--- src/rtl/uart_pkg.sv ---
// uart_pkg: shared types and default constants for the UART controllers.
// Used by uart_tx_sched and uart_baud_counter.
package uart_pkg;

   typedef enum logic [2:0] {
      IDLE,
      LOAD,
      START,
      DATA,
      PARITY,
      STOP
   } tx_state_t;

   localparam int UART_DATA_WIDTH   = 8;
   localparam int UART_CLKS_PER_BIT = 868;

endpackage

--- src/rtl/uart_baud_counter.sv ---
// uart_baud_counter: free-running bit-time counter with synchronous clear.
// bit_end marks the last cycle of a bit; bit_pre_end the cycle before it.
module uart_baud_counter
   import uart_pkg::*;
#(
   parameter int CLKS_PER_BIT = UART_CLKS_PER_BIT
) (
   input  logic clk,
   input  logic reset,
   input  logic clear,
   output logic bit_end,
   output logic bit_pre_end
);

   localparam int CW = $clog2(CLKS_PER_BIT);
   localparam logic [CW-1:0] LAST = CW'(CLKS_PER_BIT - 1);
   localparam logic [CW-1:0] PRE  = CW'(CLKS_PER_BIT - 2);

   logic [CW-1:0] r_count;
   logic          w_last;

   assign w_last      = (r_count == LAST);
   assign bit_end     = w_last;
   assign bit_pre_end = (r_count == PRE);

   always_ff @(posedge clk or negedge reset) begin
      if (!reset) begin
         r_count <= '0;
      end else if (clear || w_last) begin
         r_count <= '0;
      end else begin
         r_count <= r_count + CW'(1);
      end
   end

endmodule

--- src/rtl/uart_tx_sched.sv ---
// uart_tx_sched: drains the TX FIFO, one frame per entry, onto the tx line.
// Define UART_TX_PARITY_EN to append an even-parity bit after the data bits.
module uart_tx_sched
   import uart_pkg::*;
#(
   parameter int DATA_WIDTH   = UART_DATA_WIDTH,
   parameter int CLKS_PER_BIT = UART_CLKS_PER_BIT,
   parameter int STOP_BITS    = 1
) (
   input  logic                  clk,
   input  logic                  reset,
   input  logic                  fifo_empty,
   input  logic [DATA_WIDTH-1:0] fifo_rd_data,
   output logic                  fifo_rd_en,
   input  logic                  tx_enable,
   output logic                  tx,
   output logic                  busy,
   output logic                  frame_done
);

   localparam int IW = $clog2(DATA_WIDTH);
   localparam logic [IW-1:0] LAST_IDX = IW'(DATA_WIDTH - 1);

   tx_state_t             r_state;
   logic [DATA_WIDTH-1:0] r_shift;
   logic [IW-1:0]         r_bit_idx;
   logic                  r_stop_cnt;
   logic                  r_tx;
   logic                  r_busy;
   logic                  r_rd_en;
   logic                  r_done;
`ifdef UART_TX_PARITY_EN
   logic                  r_par;
`endif

   logic                  w_clear;
   logic                  w_bit_end;
   logic                  w_pre_end;
   logic                  w_go;
   logic                  w_last_stop;
   logic [DATA_WIDTH-1:0] w_shift_nxt;

   assign w_go        = !fifo_empty && tx_enable;
   assign w_last_stop = (STOP_BITS == 1) || r_stop_cnt;
   assign w_shift_nxt = r_shift >> 1;

   // Every other state change lands on a bit_end wrap, so holding the
   // counter clear in IDLE/LOAD is enough to zero it on each state entry.
   assign w_clear = (r_state == IDLE) || (r_state == LOAD);

   uart_baud_counter #(
      .CLKS_PER_BIT(CLKS_PER_BIT)
   ) u_baud (
      .clk        (clk),
      .reset      (reset),
      .clear      (w_clear),
      .bit_end    (w_bit_end),
      .bit_pre_end(w_pre_end)
   );

   assign tx         = r_tx;
   assign busy       = r_busy;
   assign fifo_rd_en = r_rd_en;
   assign frame_done = r_done;

   always_ff @(posedge clk or negedge reset) begin
      if (!reset) begin
         r_state    <= IDLE;
         r_shift    <= '0;
         r_bit_idx  <= '0;
         r_stop_cnt <= 1'b0;
         r_tx       <= 1'b1;
         r_busy     <= 1'b0;
         r_rd_en    <= 1'b0;
         r_done     <= 1'b0;
`ifdef UART_TX_PARITY_EN
         r_par      <= 1'b0;
`endif
      end else begin
         r_rd_en <= 1'b0;
         r_done  <= 1'b0;
         unique case (r_state)
            IDLE: begin
               r_tx <= 1'b1;
               if (w_go) begin
                  r_state <= LOAD;
                  r_rd_en <= 1'b1;
                  r_busy  <= 1'b1;
               end
            end
            LOAD: begin
               r_shift    <= fifo_rd_data;
               r_bit_idx  <= '0;
               r_stop_cnt <= 1'b0;
`ifdef UART_TX_PARITY_EN
               r_par      <= 1'b0;
`endif
               r_tx       <= 1'b0;
               r_state    <= START;
            end
            START: begin
               if (w_bit_end) begin
                  r_state <= DATA;
                  r_tx    <= r_shift[0];
               end
            end
            DATA: begin
               if (w_bit_end) begin
                  r_shift <= w_shift_nxt;
`ifdef UART_TX_PARITY_EN
                  r_par   <= r_par ^ r_shift[0];
`endif
                  if (r_bit_idx == LAST_IDX) begin
                     r_bit_idx <= '0;
`ifdef UART_TX_PARITY_EN
                     r_state   <= PARITY;
                     r_tx      <= r_par ^ r_shift[0];
`else
                     r_state   <= STOP;
                     r_tx      <= 1'b1;
`endif
                  end else begin
                     r_bit_idx <= r_bit_idx + IW'(1);
                     r_tx      <= w_shift_nxt[0];
                  end
               end
            end
`ifdef UART_TX_PARITY_EN
            PARITY: begin
               if (w_bit_end) begin
                  r_state <= STOP;
                  r_tx    <= 1'b1;
               end
            end
`endif
            STOP: begin
               if (w_pre_end && w_last_stop) begin
                  r_done <= 1'b1;
               end
               if (w_bit_end) begin
                  if (!w_last_stop) begin
                     r_stop_cnt <= 1'b1;
                  end else if (w_go) begin
                     r_state <= LOAD;
                     r_rd_en <= 1'b1;
                  end else begin
                     r_state <= IDLE;
                     r_busy  <= 1'b0;
                  end
               end
            end
            default: begin
               r_state <= IDLE;
               r_tx    <= 1'b1;
               r_busy  <= 1'b0;
            end
         endcase
      end
   end

endmodule
--- config.mk ---
export PLATFORM = sky130hd
export DESIGN_NAME = uart_tx_sched
export DESIGN_NICKNAME = d
export VERILOG_FILES = /design/src/rtl/uart_pkg.sv /design/src/rtl/uart_baud_counter.sv /design/src/rtl/uart_tx_sched.sv
export SDC_FILE = /design/constraint.sdc
export NUM_CORES = 1
export LEC_CHECK = 0
export CORE_ASPECT_RATIO = 1.1
export CORE_MARGIN = 2
export CORE_UTILIZATION = 30
export CTS_CLUSTER_SIZE = 12
export DETAILED_ROUTE_END_ITERATION = 10
export PLACE_DENSITY_LB_ADDON = 0.25
export SYNTH_ARGS = -nofsm -noshare
export SYNTH_HDL_FRONTEND = slang
export SYNTH_SLANG_ARGS = --single-unit
--- constraint.sdc ---
create_clock -name clk -period 1.8 [get_ports clk]
set_input_delay 0.36 -clock clk [delete_from_list [all_inputs] [get_ports clk]]
set_output_delay 0.36 -clock clk [all_outputs]
set_load 0.1 [all_outputs]
# Word-level counts from Yosys, hierarchy flattened
# Index checks and enable logic that the tools add are counted.
[word_totals] reg_bits=28 input_bits=12
[classes] addsub=2 eq_ne=13 n_mux=26 n_bitwise=2 n_reduce_logical=11
[op_table] op="$mux 3" n=7
[op_table] op="$eq 10x10->1 const B" n=2
[op_table] op="$pmux 8 s2" n=1
[op_table] op="$pmux 3 s5" n=1
[op_table] op="$mux 1" n=11
[op_table] op="$add 10x1->10 const B" n=1
[op_table] op="$mux 10" n=1
[op_table] op="$mux 8" n=1
[op_table] op="$eq 3x2->1 const B" n=2
[op_table] op="$eq 3x3->1 const B" n=2
[op_table] op="$ne 2x1->1 const B" n=3
[op_table] op="$ne 2x2->1 const B" n=3
[op_table] op="$pmux 3 s2" n=1
[op_table] op="$reduce_and 5->1" n=1
[op_table] op="$pmux 1 s4" n=1
[op_table] op="$reduce_and 4->1" n=1
[op_table] op="$add 3x1->3 const B" n=1
[op_table] op="$eq 3x1->1 const B" n=1
[op_table] op="$logic_not 3->1" n=1
[op_table] op="$pmux 1 s3" n=1
[op_table] op="$reduce_and 3->1" n=1
[op_table] op="$reduce_or 3->1" n=1
[op_table] op="$logic_or 1x1->1" n=2
[op_table] op="$not 1->1" n=2
[op_table] op="5 further kinds" n=5

# Longest topological paths before layout
[depth] depth_word=5 ltp_mapped=7 mapped_depth_nobuf=6

# By module
# From an unflattened synthesis, not the netlist that was laid out.
[hier_totals] cells_unflattened=135 area_unflattened_um2=1517.7
[by_module_without_submodules] module="uart_tx_sched" n_inst=1 cells_each=81 area_per_inst_um2=996.0 seq_area_each_um2=451.7
[by_module_without_submodules] module="uart_baud_counter" n_inst=1 cells_each=54 area_per_inst_um2=521.8 seq_area_each_um2=250.2

# Worst setup path after synthesis
# No wires, ideal clock.
[synth_timing] kind="register to register" startpoint="register u_baud.r_count[3]" endpoint="register r_bit_idx[0]" setup_ns=0.124 arrival_ns=1.385 required_time_ns=1.676 path_slack_ns=0.292 path_stages_with_launch=5 n_path_buf=0 synth_period_minus_slack_ns=1.508 cell_sequence="dfrtp_1 > nor4_4 > nand3_4 > and3_1 > a211o_1"
[synth_between] elab_chain_len=3
[synth_lines] item="start: declaration" line_no="uart_baud_counter.sv:19" rtl="logic [CW-1:0] r_count;"
[synth_lines] item="start signal: assignment" line_no="uart_baud_counter.sv:32" rtl="r_count <= r_count + CW'(1);"
[synth_lines] item="$eq 10x10->1" line_no="uart_baud_counter.sv:22" rtl="assign w_last = (r_count == LAST);"
[synth_lines] item="$ne 2x1->1 (no line)"
[synth_lines] item="$reduce_and 2->1 (no line)"
[synth_lines] item="end signal: assignment" line_no="uart_tx_sched.sv:123" rtl="r_bit_idx <= r_bit_idx + IW'(1);"
[synth_lines] item="end: declaration" line_no="uart_tx_sched.sv:26" rtl="logic [IW-1:0] r_bit_idx;"
# Every way passes these cells.
# A chain may end at the register's enable or synchronous reset.

# Final worst setup path
[layout_timing] startpoint="register u_baud.r_count[2]" endpoint="register r_bit_idx[1]"
# Same word-level chain as after synthesis.

==> metrics.md <==
| Metric | Value |
|---|---|
| Outcome | completed |
| Initial DRC count | 38 |
| Average cell area after synthesis | 9.71 um^2 |
| Crit-path max cell delay | 470 ps |
| Final Cycle Share | 90.9% |
| Seq/Total Area, Yosys | 47.9% |
| CP Capture Type | flip-flop |
| Die area | 0.00546 mm^2 |
| Hold Crit Class | in -> async |
| Critical Path Source Type | flip-flop |
| First-pass DRT Iterations | 4 |
| Type of the worst setup path | reg -> reg |
| RSZ-0062 raised after global routing | false |
| Critical path arrival | 1810 ps |
| Core Util, Final | 38.0% |
| Footprint of the multi-input gates | 701 um^2 |
| DRC viols | 0 |
| Worst-path cell chain | nor4_4 > and3_4 > o21ai_0 > a31o_2 |
| Reg area | 702 um^2 |
| Detail Placement HPWL | 2300 um |
| Leakage | 0.755 nW |
| Tot GR Track Use | 12.1% |
| Cts bufs inserted | 3 |
| Via-per-instance ratio | 5.17 |
| Fillers | 490 |
| Total number of vias | 1159 |
| Cts repair resizes | 0 |
| Max Root-Sink Buffers | 2 |
| Diode count | 0 |
| Critical Path RT | 1970 ps |
| Core area | 0.00468 mm^2 |
| Crit-path max FO | 12 |
| Setup Total Neg Slack | 0 ps |
| Final WL | 3110 um |
| CTS Sinks | 28 |
| Main flop type after synthesis | dfrtp_1 |
| I/O pin cnt | 16 |
| Synth Warn # | 0 |
| I/O Buffers | 15 |
| Max Cap Viol | 0 |
| FP Rows | 26 |
| Worst VDD drop | 0.000488 V |
| Clk_skew | 1.83 ps |
| Number of synthesized flops with an enable pin | 0 |
| Async SR Flop Fraction | 100% |
| Die Width | 70.7 um |
| GPL Wtd Cong | 0.793 |
| Nets | 185 |
| Worst path top cell family by delay | simple AND/OR/NAND/NOR gates |
| Pwr dens | 1070 mW/mm^2 |
| Peak Freq | 611 MHz |
| Clock Latency Late Sink | 270 ps |
| CP max-delay cell | dfrtp_1 |
| Vias in the first global route | 1175 |
| Grt total ovfl | 0 |
| Mapped Cells | 151 |
| R2R Setup Slk | 160 ps |
| Final min period | 1640 ps |
| Postcts setup bufs | 0 |
| Mapped Area | 0.00147 mm^2 |
| Detail Route Antenna Nets | 0 |
| Cell variety after synth | 40 |
| Fraction of layout cells with a size suffix above 1 | 12.5% |
| TritonCTS clock tree | done |
| Global-route wire length before repair | 5400 um |
| Worst Tran Pin Value | 503 ps |
| Final hold vios | 0 |
| Antenna violations before repair | 0 |
| Area growth, synth to finish | 21.3% |
| Rel. slew slack | 66.5% |
| Final slew viol count | 0 |
| Final Setup Violations | 0 |
| Hold buffers post-CTS | 0 |
| DR WL/cell | 13.9 um |
| Crit path buf inv count | 0 |
| Chip Height | 77.3 um |
| Starting Density | 31.3% |
| Clock transition at path regs | 90 ps |
| Synthesized Nets | 167 |
| CTS Root Cell | clkbuf_8 |
| Yosys reg bits | 28 |
| Largest net degree at the start of global routing | 29 |
| # H-tree levels | 1 |
-- worst paths after layout --
check,start,end,cells after the start
setup / recovery,u_baud.r_count[2],r_bit_idx[1],4
hold / removal,reset,r_shift[4],2
setup reg to reg,u_baud.r_count[2],r_bit_idx[1],4
hold reg to reg,u_baud.r_count[9],u_baud.r_count[9],1
max in group asynchronous,reset,tx,2
min in group clk,u_baud.r_count[9],u_baud.r_count[9],1
-- per-layer routing --
metal | vias to the layer above | global-route usage (%) | share of wire [%]
li1 | 581 | - | -
met2 | 13 | 20.1 | 50
met1 | 561 | 15.8 | 46
met3 | 4 | 2.10 | 2.8
met4 | 0 | 3.96 | 1.3
met5 | - | 0 | 0
-- where the power goes --
part           switching (mW)  leakage [nW]  internal, mW  total, mW
clock network           0.191        0.0228         0.159      0.350
registers               0.146         0.361         0.748      0.894
logic                   0.369         0.372         0.293      0.662
-- synth_stat cells, types with 2 or more instances --
library cell,number,area (um^2)
a21oi_1,13,65.1
and2_1,3,18.8
and3_1,2,12.5
and4_1,3,26.3
buf_2,3,15.0
clkbuf_1,5,18.8
dfrtp_1,27,676
ha_1,4,50.1
inv_1,5,18.8
nand2_1,10,37.5
nand2b_1,3,18.8
nand3_1,5,25.0
nor2_1,14,52.6
nor2b_1,2,12.5
nor3_1,3,15.0
nor3b_1,2,15.0
o21ai_0,4,20.0
o22ai_1,16,100
xnor2_1,4,35.0
xor2_1,3,26.3
-- logic make-up after synthesis --
family          count (synthesis)  share of synthesized area (%)
compound gates                 43                           18.3
xor+xnor                        7                           4.18
fa+ha+maj                       4                           3.41
buf+inv                        14                           4.35
flops                          28                           47.9
simple gates                   55                           21.9
-- area by class of cell --
type / count / area share (%)
clock buffers: 4 / 2.53
inverters: 5 / 1.05
multi-input cells: 109 / 39.4
flip-flops and latches: 28 / 39.5
well taps: 56 / 3.94
repair buffers: 22 / 13.6
-- cell usage in the layout, fill, tap and decap left out, drive strengths merged, types with 4 or more instances in the layout --
cell type | synthesis | routed
ha | 4 | 4
buf | 4 | 11
a21oi | 13 | 13
nand3 | 6 | 6
inv | 5 | 5
clkbuf | 5 | 4
o22ai | 16 | 16
clkdlybuf4s50 | 0 | 11
o21ai | 6 | 6
xnor2 | 4 | 4
dfrtp | 27 | 27
nand2 | 10 | 10
nor2 | 14 | 14
-- per-stage QoR --
step	instance area, um^2	std cells	hold WS (ps)	setup slack (ps)	power, mW
floorplan	1470	151	64.4	292	1.35
global placement	1730	219	498	208	1.55
detailed placement	1730	219	502	151	1.58
CTS	1770	223	474	131	1.93
global route	1780	224	481	33.0	2.04
finish	1780	224	464	163	1.91
-- state kept, by name, indices dropped and copies added, names as in the netlist --
| register | count |
|---|---|
| busy | 1 |
| fifo_rd_en | 1 |
| frame_done | 1 |
| r_bit_idx | 3 |
| r_shift | 8 |
| r_state | 3 |
| tx | 1 |
| u_baud.r_count | 10 |
Note: power is estimated with default switching activity, not from simulation.
